===== config.mk =====
export PLATFORM = sky130hd
export DESIGN_NAME = mem_port_responder_flat
export DESIGN_NICKNAME = d
export VERILOG_FILES = /design/src/rtl/mem_port_responder_pkg.sv /design/src/rtl/mem_port_responder_if.sv /design/src/rtl/mem_port_responder_rr_arbiter.sv /design/src/rtl/mem_port_responder.sv /design/src/flat_wrapper.sv
export SDC_FILE = /design/constraint.sdc
export NUM_CORES = 1
export LEC_CHECK = 0
export ABC_AREA = 1
export CAP_MARGIN = 5
export CORE_AREA = 5 5 212 214
export DETAILED_ROUTE_END_ITERATION = 16
export DIE_AREA = 0 0 217 219
export PLACE_DENSITY = 0.57
export SYNTH_ARGS = -nofsm -noshare
export SYNTH_HDL_FRONTEND = slang
export SYNTH_SLANG_ARGS = --single-unit

===== constraint.sdc =====
create_clock -name clk -period 13.2 [get_ports clk]
set_input_delay 2.64 -clock clk [delete_from_list [all_inputs] [get_ports clk]]
set_output_delay 2.64 -clock clk [all_outputs]
set_load 0.02 [all_outputs]

===== src/rtl/mem_port_responder_pkg.sv =====
// Shared widths, FSM state encoding and latched-request payload for the
// mem_port_responder scratchpad front end.
package mem_port_responder_pkg;

    localparam int unsigned NUM_PORTS = 4;
    localparam int unsigned DATA_W    = 32;
    localparam int unsigned ADDR_W    = 16;
    localparam int unsigned IDX_W     = (NUM_PORTS > 1) ? $clog2(NUM_PORTS) : 1;

    typedef enum logic [1:0] {
        IDLE,
        ISSUE,
        WAIT,
        RESP
    } resp_state_t;

    // Request captured at grant time; it stays fixed for the whole access.
    typedef struct packed {
        logic [IDX_W-1:0] grant;
        logic             write;
        logic             bad_op;
        logic             oob;
    } op_t;

    // Region is half-open: [lo, hi).
    function automatic logic in_region(input logic [ADDR_W-1:0] addr,
                                       input logic [ADDR_W-1:0] lo,
                                       input logic [ADDR_W-1:0] hi);
        return (addr >= lo) && (addr < hi);
    endfunction

endpackage


===== src/rtl/mem_port_responder_if.sv =====
// Initiator-side mem_handle channel bundle for all NUM_PORTS ports.
interface mem_port_responder_if;
    import mem_port_responder_pkg::*;

    logic [NUM_PORTS-1:0]             avail;
    logic [NUM_PORTS-1:0]             r_en;
    logic [NUM_PORTS-1:0]             w_en;
    logic [NUM_PORTS-1:0][ADDR_W-1:0] ptr;
    logic [NUM_PORTS-1:0][DATA_W-1:0] data_store;
    logic [NUM_PORTS-1:0]             done;
    logic [NUM_PORTS-1:0][DATA_W-1:0] data_load;
    logic                             err;

    modport master (
        output avail, r_en, w_en, ptr, data_store,
        input  done, data_load, err
    );

    modport slave (
        input  avail, r_en, w_en, ptr, data_store,
        output done, data_load, err
    );

endinterface


===== src/rtl/mem_port_responder_rr_arbiter.sv =====
// Combinational round-robin pick: first requesting port after last_grant wins.
module mem_port_responder_rr_arbiter
    import mem_port_responder_pkg::*;
(
    input  logic [NUM_PORTS-1:0] req,
    input  logic [IDX_W-1:0]     last_grant,
    output logic [NUM_PORTS-1:0] grant,
    output logic [IDX_W-1:0]     grant_idx,
    output logic                 found
);

    logic [IDX_W-1:0] cand;

    always_comb begin
        grant     = '0;
        grant_idx = '0;
        found     = 1'b0;
        cand      = '0;
        for (int unsigned i = 1; i <= NUM_PORTS; i++) begin
            cand = IDX_W'((32'(last_grant) + i) % NUM_PORTS);
            if (!found && req[cand]) begin
                found     = 1'b1;
                grant_idx = cand;
            end
        end
        grant[grant_idx] = found;
    end

endmodule


===== src/rtl/mem_port_responder.sv =====
// Responder end of mem_handle: round-robin serves NUM_PORTS initiators onto one
// single-port synchronous SRAM with per-port region checking.
module mem_port_responder
    import mem_port_responder_pkg::*;
#(
    parameter int unsigned READ_LAT = 1
) (
    input  logic                             clk,
    input  logic                             rst,
    mem_port_responder_if.slave              mem,
    input  logic [NUM_PORTS-1:0][ADDR_W-1:0] region_start,
    input  logic [NUM_PORTS-1:0][ADDR_W-1:0] region_end,
    output logic                             sram_en,
    output logic                             sram_we,
    output logic [ADDR_W-1:0]                sram_addr,
    output logic [DATA_W-1:0]                sram_wdata,
    input  logic [DATA_W-1:0]                sram_rdata
);

    localparam int unsigned CNT_W = (READ_LAT > 1) ? $clog2(READ_LAT) : 1;

    resp_state_t                      state_q, state_d;
    op_t                              op_q, op_d;
    logic [CNT_W-1:0]                 cnt_q, cnt_d;
    logic [IDX_W-1:0]                 last_q, last_d;
    logic [NUM_PORTS-1:0]             done_q, done_d;
    logic                             err_q, err_d;
    logic                             en_d, we_d;
    logic [ADDR_W-1:0]                addr_d;
    logic [DATA_W-1:0]                wdata_d;
    logic [NUM_PORTS-1:0][DATA_W-1:0] data_load_q, data_load_d;

    logic [NUM_PORTS-1:0]             req;
    logic [NUM_PORTS-1:0]             arb_grant;
    logic [IDX_W-1:0]                 arb_idx;
    logic                             arb_found;
    logic                             pick_w, pick_r, pick_in;

    assign req = mem.avail & (mem.r_en | mem.w_en);

    mem_port_responder_rr_arbiter u_arb (
        .req        (req),
        .last_grant (last_q),
        .grant      (arb_grant),
        .grant_idx  (arb_idx),
        .found      (arb_found)
    );

    // Attributes of the winning request; a read+write request is a write.
    assign pick_w  = |(arb_grant & mem.w_en);
    assign pick_r  = |(arb_grant & mem.r_en);
    assign pick_in = in_region(mem.ptr[arb_idx], region_start[arb_idx], region_end[arb_idx]);

    always_comb begin
        state_d     = state_q;
        op_d        = op_q;
        cnt_d       = cnt_q;
        last_d      = last_q;
        done_d      = '0;
        err_d       = 1'b0;
        en_d        = 1'b0;
        we_d        = 1'b0;
        addr_d      = sram_addr;
        wdata_d     = sram_wdata;
        data_load_d = data_load_q;

        unique case (state_q)
            IDLE: begin
                if (arb_found) begin
                    state_d     = ISSUE;
                    op_d.grant  = arb_idx;
                    op_d.write  = pick_w;
                    op_d.bad_op = pick_w & pick_r;
                    op_d.oob    = ~pick_in;
                    en_d        = pick_in;
                    we_d        = pick_in & pick_w;
                    addr_d      = mem.ptr[arb_idx];
                    wdata_d     = mem.data_store[arb_idx];
                end
            end
            ISSUE: begin
                cnt_d = '0;
                if (op_q.oob || op_q.write) begin
                    // Writes and rejected accesses need no SRAM turnaround.
                    state_d             = RESP;
                    done_d[op_q.grant]  = 1'b1;
                    err_d               = op_q.oob | op_q.bad_op;
                    if (op_q.oob && !op_q.write) begin
                        data_load_d[op_q.grant] = '0;
                    end
                end else begin
                    state_d = WAIT;
                end
            end
            WAIT: begin
                if (cnt_q == CNT_W'(READ_LAT - 1)) begin
                    state_d                 = RESP;
                    done_d[op_q.grant]      = 1'b1;
                    data_load_d[op_q.grant] = sram_rdata;
                end else begin
                    cnt_d = cnt_q + CNT_W'(1);
                end
            end
            RESP: begin
                // Always return through IDLE so the served initiator can drop avail.
                state_d = IDLE;
                last_d  = op_q.grant;
            end
            default: state_d = IDLE;
        endcase
    end

    always_ff @(posedge clk or posedge rst) begin
        if (rst) begin
            state_q     <= IDLE;
            op_q        <= '0;
            cnt_q       <= '0;
            last_q      <= IDX_W'(NUM_PORTS - 1);
            done_q      <= '0;
            err_q       <= 1'b0;
            sram_en     <= 1'b0;
            sram_we     <= 1'b0;
            sram_addr   <= '0;
            sram_wdata  <= '0;
            data_load_q <= '0;
        end else begin
            state_q     <= state_d;
            op_q        <= op_d;
            cnt_q       <= cnt_d;
            last_q      <= last_d;
            done_q      <= done_d;
            err_q       <= err_d;
            sram_en     <= en_d;
            sram_we     <= we_d;
            sram_addr   <= addr_d;
            sram_wdata  <= wdata_d;
            data_load_q <= data_load_d;
        end
    end

    assign mem.done      = done_q;
    assign mem.err       = err_q;
    assign mem.data_load = data_load_q;

endmodule


===== src/flat_wrapper.sv =====
// flat-port wrapper written by rule: the top's interface ports become plain ports
module mem_port_responder_flat import mem_port_responder_pkg::*;
#(
    parameter int unsigned READ_LAT = 1
)
  (clk, rst, region_start, region_end, sram_en, sram_we, sram_addr, sram_wdata, sram_rdata, mem_avail, mem_r_en, mem_w_en, mem_ptr, mem_data_store, mem_done, mem_data_load, mem_err);
  mem_port_responder_if mem_i ();
  input  logic clk;
  input  logic rst;
  input  logic [NUM_PORTS-1:0][ADDR_W-1:0] region_start;
  input  logic [NUM_PORTS-1:0][ADDR_W-1:0] region_end;
  output logic sram_en;
  output logic sram_we;
  output logic [ADDR_W-1:0] sram_addr;
  output logic [DATA_W-1:0] sram_wdata;
  input  logic [DATA_W-1:0] sram_rdata;
  input wire logic [$bits(mem_i.avail)-1:0] mem_avail;
  input wire logic [$bits(mem_i.r_en)-1:0] mem_r_en;
  input wire logic [$bits(mem_i.w_en)-1:0] mem_w_en;
  input wire logic [$bits(mem_i.ptr)-1:0] mem_ptr;
  input wire logic [$bits(mem_i.data_store)-1:0] mem_data_store;
  output wire logic [$bits(mem_i.done)-1:0] mem_done;
  output wire logic [$bits(mem_i.data_load)-1:0] mem_data_load;
  output wire logic [$bits(mem_i.err)-1:0] mem_err;
  assign mem_i.avail = mem_avail;
  assign mem_i.r_en = mem_r_en;
  assign mem_i.w_en = mem_w_en;
  assign mem_i.ptr = mem_ptr;
  assign mem_i.data_store = mem_data_store;
  assign mem_done = mem_i.done;
  assign mem_data_load = mem_i.data_load;
  assign mem_err = mem_i.err;
  mem_port_responder #(.READ_LAT(READ_LAT)) u_core (.clk(clk), .rst(rst), .mem(mem_i), .region_start(region_start), .region_end(region_end), .sram_en(sram_en), .sram_we(sram_we), .sram_addr(sram_addr), .sram_wdata(sram_wdata), .sram_rdata(sram_rdata));
endmodule

==> results by group <==
Min path
  • Hold crit path type: reg -> reg

Synthesis
  • Area leader, netlist: dfrtp_1
  • Most common cell in the synthesized netlist: nand2_1
  • Cells after Synth: 1,110
  • Top FF cell, synth: dfrtp_1
  • Most frequent cells after synthesis: nand2_1, dfrtp_1, nor2_1
  • Seq/Total Area, Yosys: 0.492
  • Synth warn: 0
  • Mapped Avg Cell Area: 8.81 sq um
  • Post-Syn Nets: 1,511
  • Syn Std Cell Area: 9780 sq um
  • EDFF count, synth: 0
  • Largest cells by area after synthesis: dfrtp_1, nand2_1, o21ai_0
  • Yosys reg bits: 192
  • Yosys cell types: 41
  • Yosys top cell area share: 0.486
  • Asr flop ratio synth: 1.00

Cells and area
  • Layout Cells excl Fill: 2,183
  • Filler cell count: 4,361
  • Nets: 2,021
  • Register area: 4810 sq um
  • Area Growth Syn to Fin: 67.0%
  • Util after Layout: 0.382
  • Share of layout cells above drive strength 1: 0.0539
  • Area taken by multi-input logic gates: 4480 sq um

Power and ir drop
  • Seq pwr share: 0.197
  • VDD IR-drop max: 0.239 mV
  • Comb pwr share: 0.704
  • LEAKAGE: 0.00674 uW
  • Sw Share: 0.513
  • Power Internal: 2560 uW
  • Pwr Total: 5250 uW
  • Switching pwr: 2700 uW
  • Clock power share: 0.099
  • Pwr dens: 322 nW/um^2

Floorplan
  • Row cnt: 76
  • Core area: 42,700 sq um
  • Starting density of the core: 0.229
  • Die Wd: 217 microns
  • Total Die Area: 47,500 sq um
  • Die height: 219 microns
  • Boundary pin count: 549

Setup path
  • Worst Path Arrival: 7.03 ns
  • Startpoint Class: input pin
  • CP max FO: 48
  • Crit end category: flop
  • Crit path kind: in -> reg
  • Reg2Reg Setup Slack: 8.59 ns
  • Worst Path Required: 13.57 ns

STA
  • Min setup slack post-route: 6.55 ns
  • Period utilisation layout: 0.504
  • Fin. Hold Viols: 0
  • Peak Freq: 150 MHz
  • Worst-Margin Slew: 1.13 ns
  • Total negative setup slack: 0 ns
  • Final Skew: 0.0176 ns
  • RSZ-0062 raised after global routing: false
  • Max Slew Vio Count: 0
  • Rel. slew slack: 0.245
  • Post-route minimum period: 6.65 ns
  • Setup-failing EPs final: 0

Clock network
  • Num CTS Buffers: 17
  • Worst-case clock buffer depth: 2
  • Worst-Skew Late Latency: 0.45 ns
  • Cts repair resizes: 0
  • Hold-fix buffer count after cts: 0
  • CTS root buf: clkbuf_16
  • CTS Sinks: 192
  • CTS tree: yes
  • H-tree depth: 4
  • Clk slew on worst S/H paths: 0.07 ns
  • Postcts setup bufs: 0

Global route
  • Largest net degree at the start of global routing: 114
  • Antenna violations before repair: 5
  • Congestion Overflow GR: 0
  • Global-route wire length before repair: 67,300 microns
  • GRT Total Usage: 0.185
  • Vias in the first global route: 10,900

Routing
  • # DRC: 0
  • Pre-antenna DRT Iters: 5
  • Initial drt markers: 819
  • Met3 WL: 3460 microns
  • Routed WL: 45,900 microns
  • DR WL/cell: 21.0 microns
  • Total number of vias: 10,400
  • Routed Antenna Nets: 0
  • Uppermost layer routed: met5
  • M1 WL: 18,100 microns
  • Avg Vias per Cell: 4.74
  • Routed wl met2: 23,100 microns

Status
  • Outcome: finished, final reports clean

Placement
  • Final HPWL DP: 36,300 microns
  • DP Cell Count: 2,147
  • Number of I/O port buffers: 548
  • Place WS: 6.10 ns
  • Gp weighted congestion: 0.918

Run
  • Max-cap violations: 0
[worst max-delay path: stages]
cell and delay [ns]:
clkdlybuf4s50_1 0.48, inv_1 0.04, nand2_1 0.09, nand3_1 0.10, nand2_1 0.11, nand2_1 0.08, nand2_2 0.08, inv_2 0.04
nand3_1 0.07, and3_1 0.38, inv_6 0.10, nand2_4 0.28, inv_2 0.19, buf_4 0.32, a22oi_1 0.26, nand3_1 0.24
ha_1 0.36, nand2_1 0.06, inv_1 0.05, nand3_1 0.08, a31oi_1 0.05, a2111oi_0 0.39, nand2_1 0.11, a31oi_1 0.20
nand2_1 0.10, nor2_1 0.08
[layout by cell type, fill, tap and decap left out, drive strengths merged, types with 35 or more instances in the layout]
cell type	synthesis	routed
a21oi	42	42
a22oi	51	51
nor2	121	121
ha	35	35
clkdlybuf4s50	0	548
o21ai	119	119
inv	51	55
nand2	272	272
dfrtp	190	190
[per-stage QoR]
step / hold slack (ns) / instance area (sq um)
2_1_floorplan: 0.445 / 9780
3_3_place_gp: 0.465 / 15700
3_5_place_dp: 0.472 / 15700
4_1_cts: 0.491 / 16300
5_1_grt: 0.508 / 16300
6_report: 0.484 / 16300
[power by group through the flow]
stage	Clock, uW	Combinational, uW	Sequential [uW]
3_5_place_dp	0	3720	1040
2_1_floorplan	0	2060	1320
3_3_place_gp	0	3660	1040
4_1_cts	536	3740	1030
5_1_grt	555	4100	1070
6_report	518	3700	1030
[sequential cells by signal (all words and copies together), names as in the netlist]
name	count
u_core.sram_we	1
u_core.sram_wdata	32
u_core.mem.err	1
u_core.mem.done	4
u_core.sram_addr	16
u_core.last_q	2
u_core.state_q	2
u_core.sram_en	1
u_core.mem.data_load	128
u_core.op_q	5
[routing by layer]
metal	GRT usage	vias up
met1	0.219	4948
met3	0.0542	49
met5	0	-
li1	-	4912
met4	0.0592	2
met2	0.324	447
[cell families (layout without fill, tap and decap cells)]
kind of cell             Yosys count  in the layout  share of synthesized area
buffers and inverters            118            640                     0.0517
AND/OR/NAND/NOR                  425            425                      0.174
adder cells (fa/ha/maj)           35             35                     0.0448
AO/OA/AOI/OAI                    328            328                      0.223
XOR/XNOR                           1              1                    0.00166
multiplexers                      11             11                     0.0127
flip-flops                       192            192                      0.492
other                              0              5                          0
[final timing paths]
kind,start,endpoint,cells past startpoint
setup / recovery,mem_r_en[2],u_core.sram_we,26
hold / removal,u_core.mem.data_load[111],u_core.mem.data_load[111],2
setup reg to reg,u_core.last_q[0],u_core.sram_we,24
hold reg to reg,u_core.mem.data_load[111],u_core.mem.data_load[111],2
max in group asynchronous,rst,u_core.mem.data_load[12],3
min in group asynchronous,rst,u_core.mem.data_load[113],2
[layout make-up]
| cell class | instances | share of cell area |
|---|---|---|
| inverters | 51 | 0.0128 |
| multi-input cells | 800 | 0.275 |
| well taps | 546 | 0.0418 |
| clock buffers | 20 | 0.0274 |
| repair buffers | 558 | 0.341 |
| clock inverters | 11 | 0.00774 |
| diodes | 5 | 0.000766 |
| flip-flops and latches | 192 | 0.294 |
Power figures use the tool's default switching activity.
